[src/rtl/pipe_ctrl.sv]
// rtl/pipe_ctrl.sv - five-stage pipeline sequencer: register enables, bubbles, flushes
// and stall/bubble/flush event counters.
module pipe_ctrl #(
  parameter int CNT_W = 16
) (
  input  logic             clk,
  input  logic             reset,
  input  logic             imem_resp,
  input  logic             dmem_resp,
  input  logic             mem_rd,
  input  logic             mem_wr,
  input  logic             br_taken,
  input  logic             ex_is_load,
  input  logic [2:0]       ex_dest,
  input  logic [2:0]       id_src1,
  input  logic [2:0]       id_src2,
  input  logic             id_use1,
  input  logic             id_use2,
  input  logic             cnt_clr,
  output logic             imem_read,
  output logic             dmem_read,
  output logic             dmem_write,
  output logic             load_pc,
  output logic             load_if_id,
  output logic             load_id_ex,
  output logic             load_ex_mem,
  output logic             load_mem_wb,
  output logic             pc_sel_br,
  output logic             squash_if_id,
  output logic             squash_id_ex,
  output logic             squash_ex_mem,
  output logic [CNT_W-1:0] stall_cnt,
  output logic [CNT_W-1:0] bubble_cnt,
  output logic [CNT_W-1:0] flush_cnt
);

  logic             i_done_q, i_done_d;
  logic             d_done_q, d_done_d;
  logic [CNT_W-1:0] stall_cnt_q, stall_cnt_d;
  logic [CNT_W-1:0] bubble_cnt_q, bubble_cnt_d;
  logic [CNT_W-1:0] flush_cnt_q, flush_cnt_d;

  logic mem_acc, i_ok, d_ok, advance, luh, go, go_br, go_luh;

  assign mem_acc = mem_rd | mem_wr;
  assign i_ok    = i_done_q | imem_resp;
  assign d_ok    = !mem_acc | d_done_q | dmem_resp;
  assign advance = i_ok & d_ok;

  assign luh = ex_is_load & ((id_use1 & (id_src1 == ex_dest)) |
                             (id_use2 & (id_src2 == ex_dest)));

  // Enables are held off while reset is asserted even if responses are present.
  assign go     = advance & !reset;
  assign go_br  = go & br_taken;
  assign go_luh = go & luh & !br_taken;

  assign imem_read  = !i_done_q;
  assign dmem_read  = mem_rd & !d_done_q;
  assign dmem_write = mem_wr & !d_done_q;

  always_comb begin
    load_pc       = 1'b0;
    load_if_id    = 1'b0;
    load_id_ex    = 1'b0;
    load_ex_mem   = 1'b0;
    load_mem_wb   = 1'b0;
    pc_sel_br     = 1'b0;
    squash_if_id  = 1'b0;
    squash_id_ex  = 1'b0;
    squash_ex_mem = 1'b0;
    if (go) begin
      load_id_ex  = 1'b1;
      load_ex_mem = 1'b1;
      load_mem_wb = 1'b1;
      if (go_br) begin
        load_pc       = 1'b1;
        load_if_id    = 1'b1;
        pc_sel_br     = 1'b1;
        squash_if_id  = 1'b1;
        squash_id_ex  = 1'b1;
        squash_ex_mem = 1'b1;
      end else if (go_luh) begin
        squash_id_ex = 1'b1;
      end else begin
        load_pc    = 1'b1;
        load_if_id = 1'b1;
      end
    end
  end

  // Done flags remember a response that arrived before its partner.
  always_comb begin
    i_done_d = 1'b0;
    d_done_d = 1'b0;
    if (!advance) begin
      i_done_d = i_done_q | imem_resp;
      d_done_d = d_done_q | (dmem_resp & mem_acc);
    end
  end

  always_comb begin
    stall_cnt_d  = stall_cnt_q;
    bubble_cnt_d = bubble_cnt_q;
    flush_cnt_d  = flush_cnt_q;
    if (cnt_clr) begin
      stall_cnt_d  = '0;
      bubble_cnt_d = '0;
      flush_cnt_d  = '0;
    end else begin
      if (!advance) stall_cnt_d  = stall_cnt_q + CNT_W'(1);
      if (go_luh)   bubble_cnt_d = bubble_cnt_q + CNT_W'(1);
      if (go_br)    flush_cnt_d  = flush_cnt_q + CNT_W'(1);
    end
  end

  always_ff @(posedge clk or posedge reset) begin
    if (reset) begin
      i_done_q     <= 1'b0;
      d_done_q     <= 1'b0;
      stall_cnt_q  <= '0;
      bubble_cnt_q <= '0;
      flush_cnt_q  <= '0;
    end else begin
      i_done_q     <= i_done_d;
      d_done_q     <= d_done_d;
      stall_cnt_q  <= stall_cnt_d;
      bubble_cnt_q <= bubble_cnt_d;
      flush_cnt_q  <= flush_cnt_d;
    end
  end

  assign stall_cnt  = stall_cnt_q;
  assign bubble_cnt = bubble_cnt_q;
  assign flush_cnt  = flush_cnt_q;

endmodule

[config.mk]
export PLATFORM = sky130hd
export DESIGN_NAME = pipe_ctrl
export DESIGN_NICKNAME = d
export VERILOG_FILES = /design/src/rtl/pipe_ctrl.sv
export SDC_FILE = /design/constraint.sdc
export NUM_CORES = 1
export LEC_CHECK = 0
export ABC_AREA = 1
export CORE_MARGIN = 3
export CORE_UTILIZATION = 46
export DETAILED_ROUTE_END_ITERATION = 16
export GPL_ROUTABILITY_DRIVEN = 0
export PLACE_DENSITY = 0.77
export SKIP_CTS_REPAIR_TIMING = 1
export SLEW_MARGIN = 20
export SYNTH_ARGS = -nofsm -noshare
export SYNTH_HDL_FRONTEND = slang
export SYNTH_SLANG_ARGS = --single-unit
[constraint.sdc]
create_clock -name clk -period 2.34 [get_ports clk]
set_input_delay 0.234 -clock clk [delete_from_list [all_inputs] [get_ports clk]]
set_output_delay 0.234 -clock clk [all_outputs]
set_load 0.01 [all_outputs]
; Word-level counts from Yosys, hierarchy flattened
; Index checks and enable logic that the tools add are counted.
[word_totals]
inputBits = 20
ff_bits = 50
output_inout_bits = 60
[op_classes]
n_mux = 17
n_eq_ne = 3
reduce_logical = 7
bitwise = 17
add_sub_neg = 3
[ops]
columns = op, count
row1 = two-way mux 16 bit, 6
row2 = "adder 16 x 1 -> 16 bit, second input constant", 3
row3 = bitwise AND 1 bit, 11
row4 = two-way mux 1 bit, 11
row5 = equality test 3 bit, 2
row6 = bitwise OR 1 bit, 6
row7 = logical NOT 1 bit, 5
row8 = nonzero test 2 bit, 2
row9 = "!= test 2 bit, second input constant", 1

; Depth between registers and ports, before layout
; Gate-level depths: netlist (run 1).
[logic_depth]
word_depth = 11
ltp_mapped = 11
ltp_nobuf = 10

; Worst setup path after synthesis (run 1)
; Ideal clock, no wire load.
[synth_timing]
path_kind = input to output
start = input port reset
end = output port squash_id_ex
n_path_buf = 1
arrival_ps = 2131
stages = 6
setup_slack_ps = -25
cell_sequence = inv_1 -> nand3_4 -> nor2_8 -> nand2_4 -> buf_6 -> nand2_1
[synth_between]
elab_chain_cells = 7
[synth_rtl]
columns = element, line_no
row1 = start: declaration, 7  ; input logic reset,
row2 = logical NOT 1 bit (no source line) *, n/a
row3 = bitwise AND 1 bit *, 54  ; assign go = advance & !reset;
row4 = bitwise AND 1 bit (2 in series), 56  ; assign go_luh = go & luh & !br_taken;
row5 = two-way mux 1 bit, 83  ; end else if (go_luh) begin
row6 = two-way mux 1 bit, 76  ; if (go_br) begin
row7 = two-way mux 1 bit *, 72  ; if (go) begin
row8 = end: declaration, 30  ; output logic squash_id_ex,
; Mark *: on every way between the ends. The rest lies on a longest branch, timed or not.

; Worst setup path in the final report (run 1)
[layout_timing]
start = register d_done_q
end = output port load_if_id
[layout_between]
elab_chain_cells = 9
[layout_rtl]
columns = element, line_no
row1 = start: declaration, 38  ; logic d_done_q, d_done_d;
row2 = start signal: assignment, 126  ; d_done_q <= d_done_d;
row3 = bitwise OR 1 bit * (2 in series), 47  ; assign d_ok = !mem_acc | d_done_q | dmem_resp;
row4 = bitwise AND 1 bit *, 48  ; assign advance = i_ok & d_ok;
row5 = bitwise AND 1 bit *, 54
row6 = bitwise AND 1 bit (2 in series), 56
row7 = two-way mux 1 bit, 83
row8 = two-way mux 1 bit, 76
row9 = two-way mux 1 bit *, 72
row10 = end: declaration, 24  ; output logic load_if_id,
; Marked as above.

==> results of run 1 <==
[metal layers]
metal  track usage (%)  routed length (um)
met5                 0                   0
met1              28.5                3870
met2              37.2                4380
met4              7.43                 140
met3              3.69                 450
[layout by cell type (no fill, tap or decap), drive strengths merged]
| cell type | instances |
|---|---|
| nand3 | 47 |
| nand4 | 32 |
| and3 | 1 |
| xor2 | 9 |
| inv | 53 |
| dfrtp | 50 |
| nand2 | 170 |
| ha | 3 |
| o21bai | 5 |
| nor3b | 2 |
| clkdlybuf4s50 | 79 |
| nor3 | 4 |
| bufinv | 1 |
| and2 | 2 |
| clkinv | 1 |
| clkbuf | 5 |
| clkinvlp | 1 |
| nor2 | 79 |
| buf | 7 |
| o21ai | 19 |
| a21oi | 10 |
[metrics by stage]
step / area (um2) / utilization (%) / total power [W]
global route: 4350 / 62.3 / 0.00183
floorplan: 3390 / - / 0.00103
global placement: 4240 / 60.7 / 0.00113
detailed placement: 4240 / 60.7 / 0.00114
finish: 4350 / 62.3 / 0.00174
CTS: 4350 / 62.3 / 0.00177
[critical path: cells and delay by family, from the launching register on]
kind            cells  cell delay [ns]
simple gates        4             0.45
buf+inv             1             0.58
compound gates      1             0.22
flops               1             0.42
[kinds of logic (layout without fill, tap and decap cells)]
kind of cell,after synthesis,count (layout),synth area share (%)
buf+inv,69,147,9.27
fa+ha+maj,3,3,1.11
xor+xnor,9,9,2.33
flops,50,50,36.9
compound gates,34,34,5.39
simple gates,337,337,45.0
[where the power goes]
part / switching (W) / internal [W] / total [W]
sequential: 0.0000134 / 0.000873 / 0.000886
clock: 0.000303 / 0.000321 / 0.000624
combinational: 0.000138 / 0.0000964 / 0.000234
total: 0.000454 / 0.00129 / 0.00174
[final cells by class]
cell class	instances	area (um2)	area share [%]
clock buffers	5	68.8	1.58
clock inverters	3	43.8	1.01
well taps	96	120	2.76
multi-input cells	383	1820	41.9
inverters	53	203	4.66
repair buffers	86	843	19.4
flip-flops and latches	50	1250	28.8
[sequential cells by signal, summed over array words and instances (netlist names)]
| register | cells |
|---|---|
| bubble_cnt | 16 |
| flush_cnt | 16 |
| stall_cnt | 16 |
| d_done_q | 1 |
| i_done_q | 1 |
[final timing paths]
kind | end | from | depth (start not counted) | slack [ns]
worst max-delay path | load_if_id | d_done_q$_DFF_PP0_ | 6 | 0.13
worst max register to register | bubble_cnt[14]$_DFFE_PP0P_ | bubble_cnt[0]$_DFFE_PP0P_ | 9 | 0.63
max in group asynchronous | bubble_cnt[4]$_DFFE_PP0P_ | reset | 3 | 1.37
worst min register to register | stall_cnt[15]$_DFFE_PP0P_ | stall_cnt[15]$_DFFE_PP0P_ | 2 | 0.55
min in group asynchronous | bubble_cnt[13]$_DFFE_PP0P_ | reset | 3 | 0.53
worst min-delay path | i_done_q$_DFF_PP0_ | imem_resp | 3 | 0.49
==> key figures, run 1 <==
Floorplan
  – # rows: 30
  – Initial Utilization: between 40% and 50%
  – Core Footprint: 6980 um2
  – Die width: 91.8 um
  – I/O pin count: 80
  – Die height: between 90 and 100 um
  – Die area: approximately 8400 um2

Routing
  – Post-DR wirelength/cell: about 13 um
  – Via count: around 3,500
  – First-pass DRT Iterations: 4
  – Iter 0 DRT Violations: between 150 and 200
  – DRC Markers: 0
  – Vias per cell: 5.19
  – WL final: about 9 mm
  – Post-route ant nets: 0

Setup path
  – Worst endpoint required time: approximately 2.1 ns
  – Nature of the critical path startpoint: flop
  – Slowest cell on crit path: clkdlybuf4s50_1
  – CP Capture Type: primary output
  – Critical path class: reg -> out
  – Max FO, Critical Path: 5
  – Crit path cell chain: nor2_2 > nand2_2 > nand3_4 > nor2_8 > a21oi_1 > clkdlybuf4s50_1
  – Slowest stage delay, CP: 0.58 ns
  – Crit path DAT: around 2.0 ns

Synth
  – #FFs+latches synth: 50
  – Synthesis Warnings: 0
  – Post-synth ARST share: 100%
  – EDFF count, synth: 0
  – Syn Inst Count: 502
  – Share of the synthesized area in the top cell type: between 30% and 40%
  – Synth cell types: 29
  – Syn avg cell area: around 6.7 um2
  – Sequential area share after synthesis: a little under two fifths
  – Count leader, synth: nand2_1
  – Cell accounting for the most synthesized area: dfrtp_1
  – Syn nets: about 530
  – Top post-synthesis cells by area: dfrtp_1 37%, nand2_1 18%, nor2_1 7.9%
  – Synth top cells by count: 163 x nand2_1, 71 x nor2_1, 50 x dfrtp_1
  – Synthesized area: approximately 3400 um2
  – Main synth FF type: dfrtp_1

Clocking
  – CTS Sinks: 50
  – Num CTS Buffers: 5
  – Worst-skew pair later-pin latency: 0.31 ns
  – Clock buffer depth: 2
  – TritonCTS clock tree: done
  – CTS root buffer: clkbuf_8
  – H-Tree Depth: 2
  – Clock-pin slew on the worst setup and hold paths: roughly 0.090 ns

Timing
  – Post-Route Setup TNS: 0 ns
  – Final Hold Fails: 0
  – Crit path time final: between 2 and 2.5 ns
  – Setup violators final: 0
  – Actual slew at the worst max-slew pin: between 0.6 and 0.7 ns
  – Final worst slack: about 0.13 ns
  – F_max: approximately 450 MHz
  – Hold WS: between 0.4 and 0.5 ns
  – Worst rel slew slack: between 50% and 60%
  – Unrepaired setup endpoints after global routing: false
  – Worst clock skew: approximately 0.0094 ns
  – Slew Viols, Final: 0
  – Final period util: between 90% and 100%

Global routing
  – First-pass GRT wire length: roughly 15 mm
  – Number of global-route vias before repair: 3,389
  – GRT Overall Usage: between 20% and 30%
  – Overflow after GRT: 0
  – Initial antenna violation count: 0
  – Largest net degree at the start of global routing: a little over 50

Finish
  – Fin cells: roughly 680
  – Diode count: 0
  – Share of layout cells above drive strength 1: between 6 and 7%
  – Area delta synth->final: 28.5%
  – Fillers: 630
  – Fin nets: roughly 600

Place
  – Cells after DPL: about 670
  – Port Buffer Count: around 80
  – Setup slack at placement: ~0.19 ns
  – Dpl hpwl: 6.54 mm

Status
  – Run status: complete, no violations

Min path
  – HP Class: in -> reg

Pwr
  – Power Density: 401 nW/um2
  – Leakage Power: 1.97 nW
  – Peak ir drop on the vdd network: roughly 0.3 mV

Job
  – Max_cap viols: 0
(Power assumes the default switching activity.)
==> run 2, diff against run 1 <==
--- a/config.mk
+++ b/config.mk
@@ -10,7 +10,7 @@
 export CORE_UTILIZATION = 46
 export DETAILED_ROUTE_END_ITERATION = 16
 export GPL_ROUTABILITY_DRIVEN = 0
-export PLACE_DENSITY = 0.77
+export PLACE_DENSITY = 0.85
 export SKIP_CTS_REPAIR_TIMING = 1
 export SLEW_MARGIN = 20
 export SYNTH_ARGS = -nofsm -noshare
==> run 2 against run 1 <==
Non-clock buffer count down 1. Flip-flop and latch count unchanged. Via count rose by 2.0%. Worst setup slack better by 0.023 ns. Register-to-register slack got worse by 0.02 ns. Cell count is 0.30% lower. Core utilization increased by 0.072 points. First-iteration DRC count decreased by 11%. Sequential power about the same. Routed wire length grew 2.3%. Critical endpoint unchanged. Largest power group unchanged.
==> key figures, run 2 (same netlist as run 1, synthesis figures left out) <==
Status
  – Run status: complete, no violations

Routing
  – Met3 wire length: 522 um (+16%)
  – Post-route ant nets: 0 (unchanged)
  – Vias per cell: 5.31 (+2.3%)
  – DR WL met2: 4.61 mm (+5.2%)
  – Iter 0 DRT Violations: 172 (-11%)
  – Via count: 3,580 (+2.0%)
  – DRT met1 WL: 3.63 mm (-6.1%)
  – Post-DR wirelength/cell: 13.4 um (+2.6%)
  – WL final: 9.05 mm (+2.3%)
  – Uppermost layer routed: met4
  – DRC Markers: 0 (unchanged)
  – First-pass DRT Iterations: 6 (+2)

Global routing
  – Number of global-route vias before repair: 3,483 (+2.8%)
  – GRT Overall Usage: 22.3% (+0.33 points)
  – Overflow after GRT: 0 (unchanged)
  – Largest net degree at the start of global routing: 51 (unchanged)
  – First-pass GRT wire length: 15.6 mm (+2.0%)
  – Initial antenna violation count: 0 (unchanged)

Min path
  – HP Class: in -> reg

Place
  – Setup slack at placement: 0.219 ns (+0.0339 ns)
  – Dpl hpwl: 6.82 mm (+4.3%)
  – Cells after DPL: 667 (-0.15%)
  – Port Buffer Count: 79 (unchanged)

Timing
  – Actual slew at the worst max-slew pin: 0.638 ns (-0.00636 ns)
  – Final Hold Fails: 0 (unchanged)
  – Post-Route Setup TNS: 0 ns (unchanged)
  – Crit path time final: 2.19 ns (-0.0235 ns)
  – Setup violators final: 0 (unchanged)
  – Final period util: 93.5% (-1.0 points)
  – F_max: 457 MHz (+1.1%)
  – Slew Viols, Final: 0 (unchanged)
  – Worst rel slew slack: 57.4% (+0.42 points)
  – Worst clock skew: 0.00560 ns (-0.00377 ns)
  – Final worst slack: 0.153 ns (+0.0235 ns)
  – Unrepaired setup endpoints after global routing: false

Floorplan
  – Initial Utilization: 48.5% (unchanged)
  – I/O pin count: 80 (unchanged)
  – Die width: 91.8 um (unchanged)
  – Core Footprint: 6980 um2 (unchanged)
  – # rows: 30 (unchanged)
  – Die height: 91.8 um (unchanged)
  – Die area: 8430 um2 (unchanged)

Finish
  – Commonest non-fill, non-tap cells in the layout: 163 x nand2_1, 79 x clkdlybuf4s50_1, 71 x nor2_1
  – Most common cell after layout, fill and taps aside: nand2_1
  – Diode count: 0 (unchanged)
  – Share of layout cells above drive strength 1: 6.06% (-0.32 points)
  – Fin nets: 601 (-0.17%)
  – Fillers: 620 (-1.6%)
  – Fin cells: 674 (-0.30%)
  – Util after Layout: 62.4% (+0.072 points)
  – Area delta synth->final: 28.6%

Clocking
  – Clock buffer depth: 2 (unchanged)
  – TritonCTS clock tree: done
  – CTS Sinks: 50 (unchanged)
  – Num CTS Buffers: 5 (unchanged)
  – Clock-pin slew on the worst setup and hold paths: 0.09 ns (about the same)
  – H-Tree Depth: 2 (unchanged)
  – CTS root buffer: clkbuf_8
  – Worst-skew pair later-pin latency: 0.30 ns (about the same)

Setup path
  – Nature of the critical path startpoint: flop
  – Crit path DAT: 1.95 ns (-0.03 ns)
  – Slowest stage delay, CP: 0.57 ns (about the same)
  – CP Capture Type: primary output
  – Max FO, Critical Path: 5 (unchanged)
  – CP delay by family, top: buffers and inverters
  – CP bufs+invs: 1 (unchanged)
  – Worst endpoint required time: 2.11 ns (about the same)
  – Crit path cell chain: nor2_2 > nand2_2 > nand3_4 > nor2_8 > a21oi_1 > clkdlybuf4s50_1
  – Slowest cell on crit path: clkdlybuf4s50_1
  – Critical path class: reg -> out

Pwr
  – Leakage Power: 1.97 nW (about the same)
  – Peak ir drop on the vdd network: 0.256 mV (-17%)
  – Power Density: 402 nW/um2 (+0.39%)

Job
  – Max_cap viols: 0 (unchanged)
run 2: cell types whose count changed in the layout (fill, tap and decap cells not counted), sizes merged:
cell / change
buf: -1
clkinv: -1
clkbuf: +1
inv: -1
run 2: through the flow:
| stage | cell area [um2] | total power [W] | hold slack (ns) |
|---|---|---|---|
| 6_report | 4360 | 0.00175 | 0.493 |
| 5_1_grt | 4360 | 0.00183 | 0.520 |
| 4_1_cts | 4360 | 0.00177 | 0.487 |
| 3_5_place_dp | 4240 | 0.00114 | 0.537 |
| 3_3_place_gp | 4240 | 0.00113 | 0.519 |
| 2_1_floorplan | 3390 | 0.00103 | 0.292 |
run 2: tightest hold or removal path: cells and delay by family:
family | cells | cell delay, ns
buffers and inverters | 2 | 0.46
AOI/OAI and AO/OA | 1 | 0.06
run 2: final cells by class:
type | count | area, um2 | share of cell area [%]
timing repair buffer | 85 | 848 | 19.5
sequential | 50 | 1250 | 28.7
tap | 96 | 120 | 2.76
inverter | 53 | 203 | 4.65
multi-input combinational | 383 | 1820 | 41.8
clock buffer | 6 | 82.6 | 1.90
clock inverter | 1 | 30.0 | 0.689
run 2: worst paths after layout:
path	start	end	slack, ns	cells after the start
min in group asynchronous	reset	d_done_q$_DFF_PP0_	0.51	3
min	imem_resp	i_done_q$_DFF_PP0_	0.49	3
max in group asynchronous	reset	flush_cnt[3]$_DFFE_PP0P_	1.41	3
max reg2reg	stall_cnt[0]$_DFFE_PP0P_	stall_cnt[8]$_DFFE_PP0P_	0.61	9
max	d_done_q$_DFF_PP0_	load_if_id	0.15	6
min reg2reg	stall_cnt[15]$_DFFE_PP0P_	stall_cnt[15]$_DFFE_PP0P_	0.55	2
run 2: layer usage:
metal  vias to the layer above  GRT usage [%]
met5                         -              0
li1                       1765              -
met2                       134           38.1
met3                        25           3.86
met1                      1656           27.3
met4                         0           10.5
run 2: power by group:
part           internal, W  switching, W  total (W)
clock network     0.000343      0.000289   0.000631
logic            0.0000977      0.000138   0.000235
registers         0.000872     0.0000138   0.000886
total              0.00131      0.000440    0.00175
==> run 3, diff against run 2 <==
--- a/config.mk
+++ b/config.mk
@@ -12,7 +12,7 @@
 export GPL_ROUTABILITY_DRIVEN = 0
 export PLACE_DENSITY = 0.85
 export SKIP_CTS_REPAIR_TIMING = 1
-export SLEW_MARGIN = 20
+export SLEW_MARGIN = 0
 export SYNTH_ARGS = -nofsm -noshare
 export SYNTH_HDL_FRONTEND = slang
 export SYNTH_SLANG_ARGS = --single-unit
==> results of run 3 <==
Same layout as run 2: the final DEF is identical, and so are final timing and power.
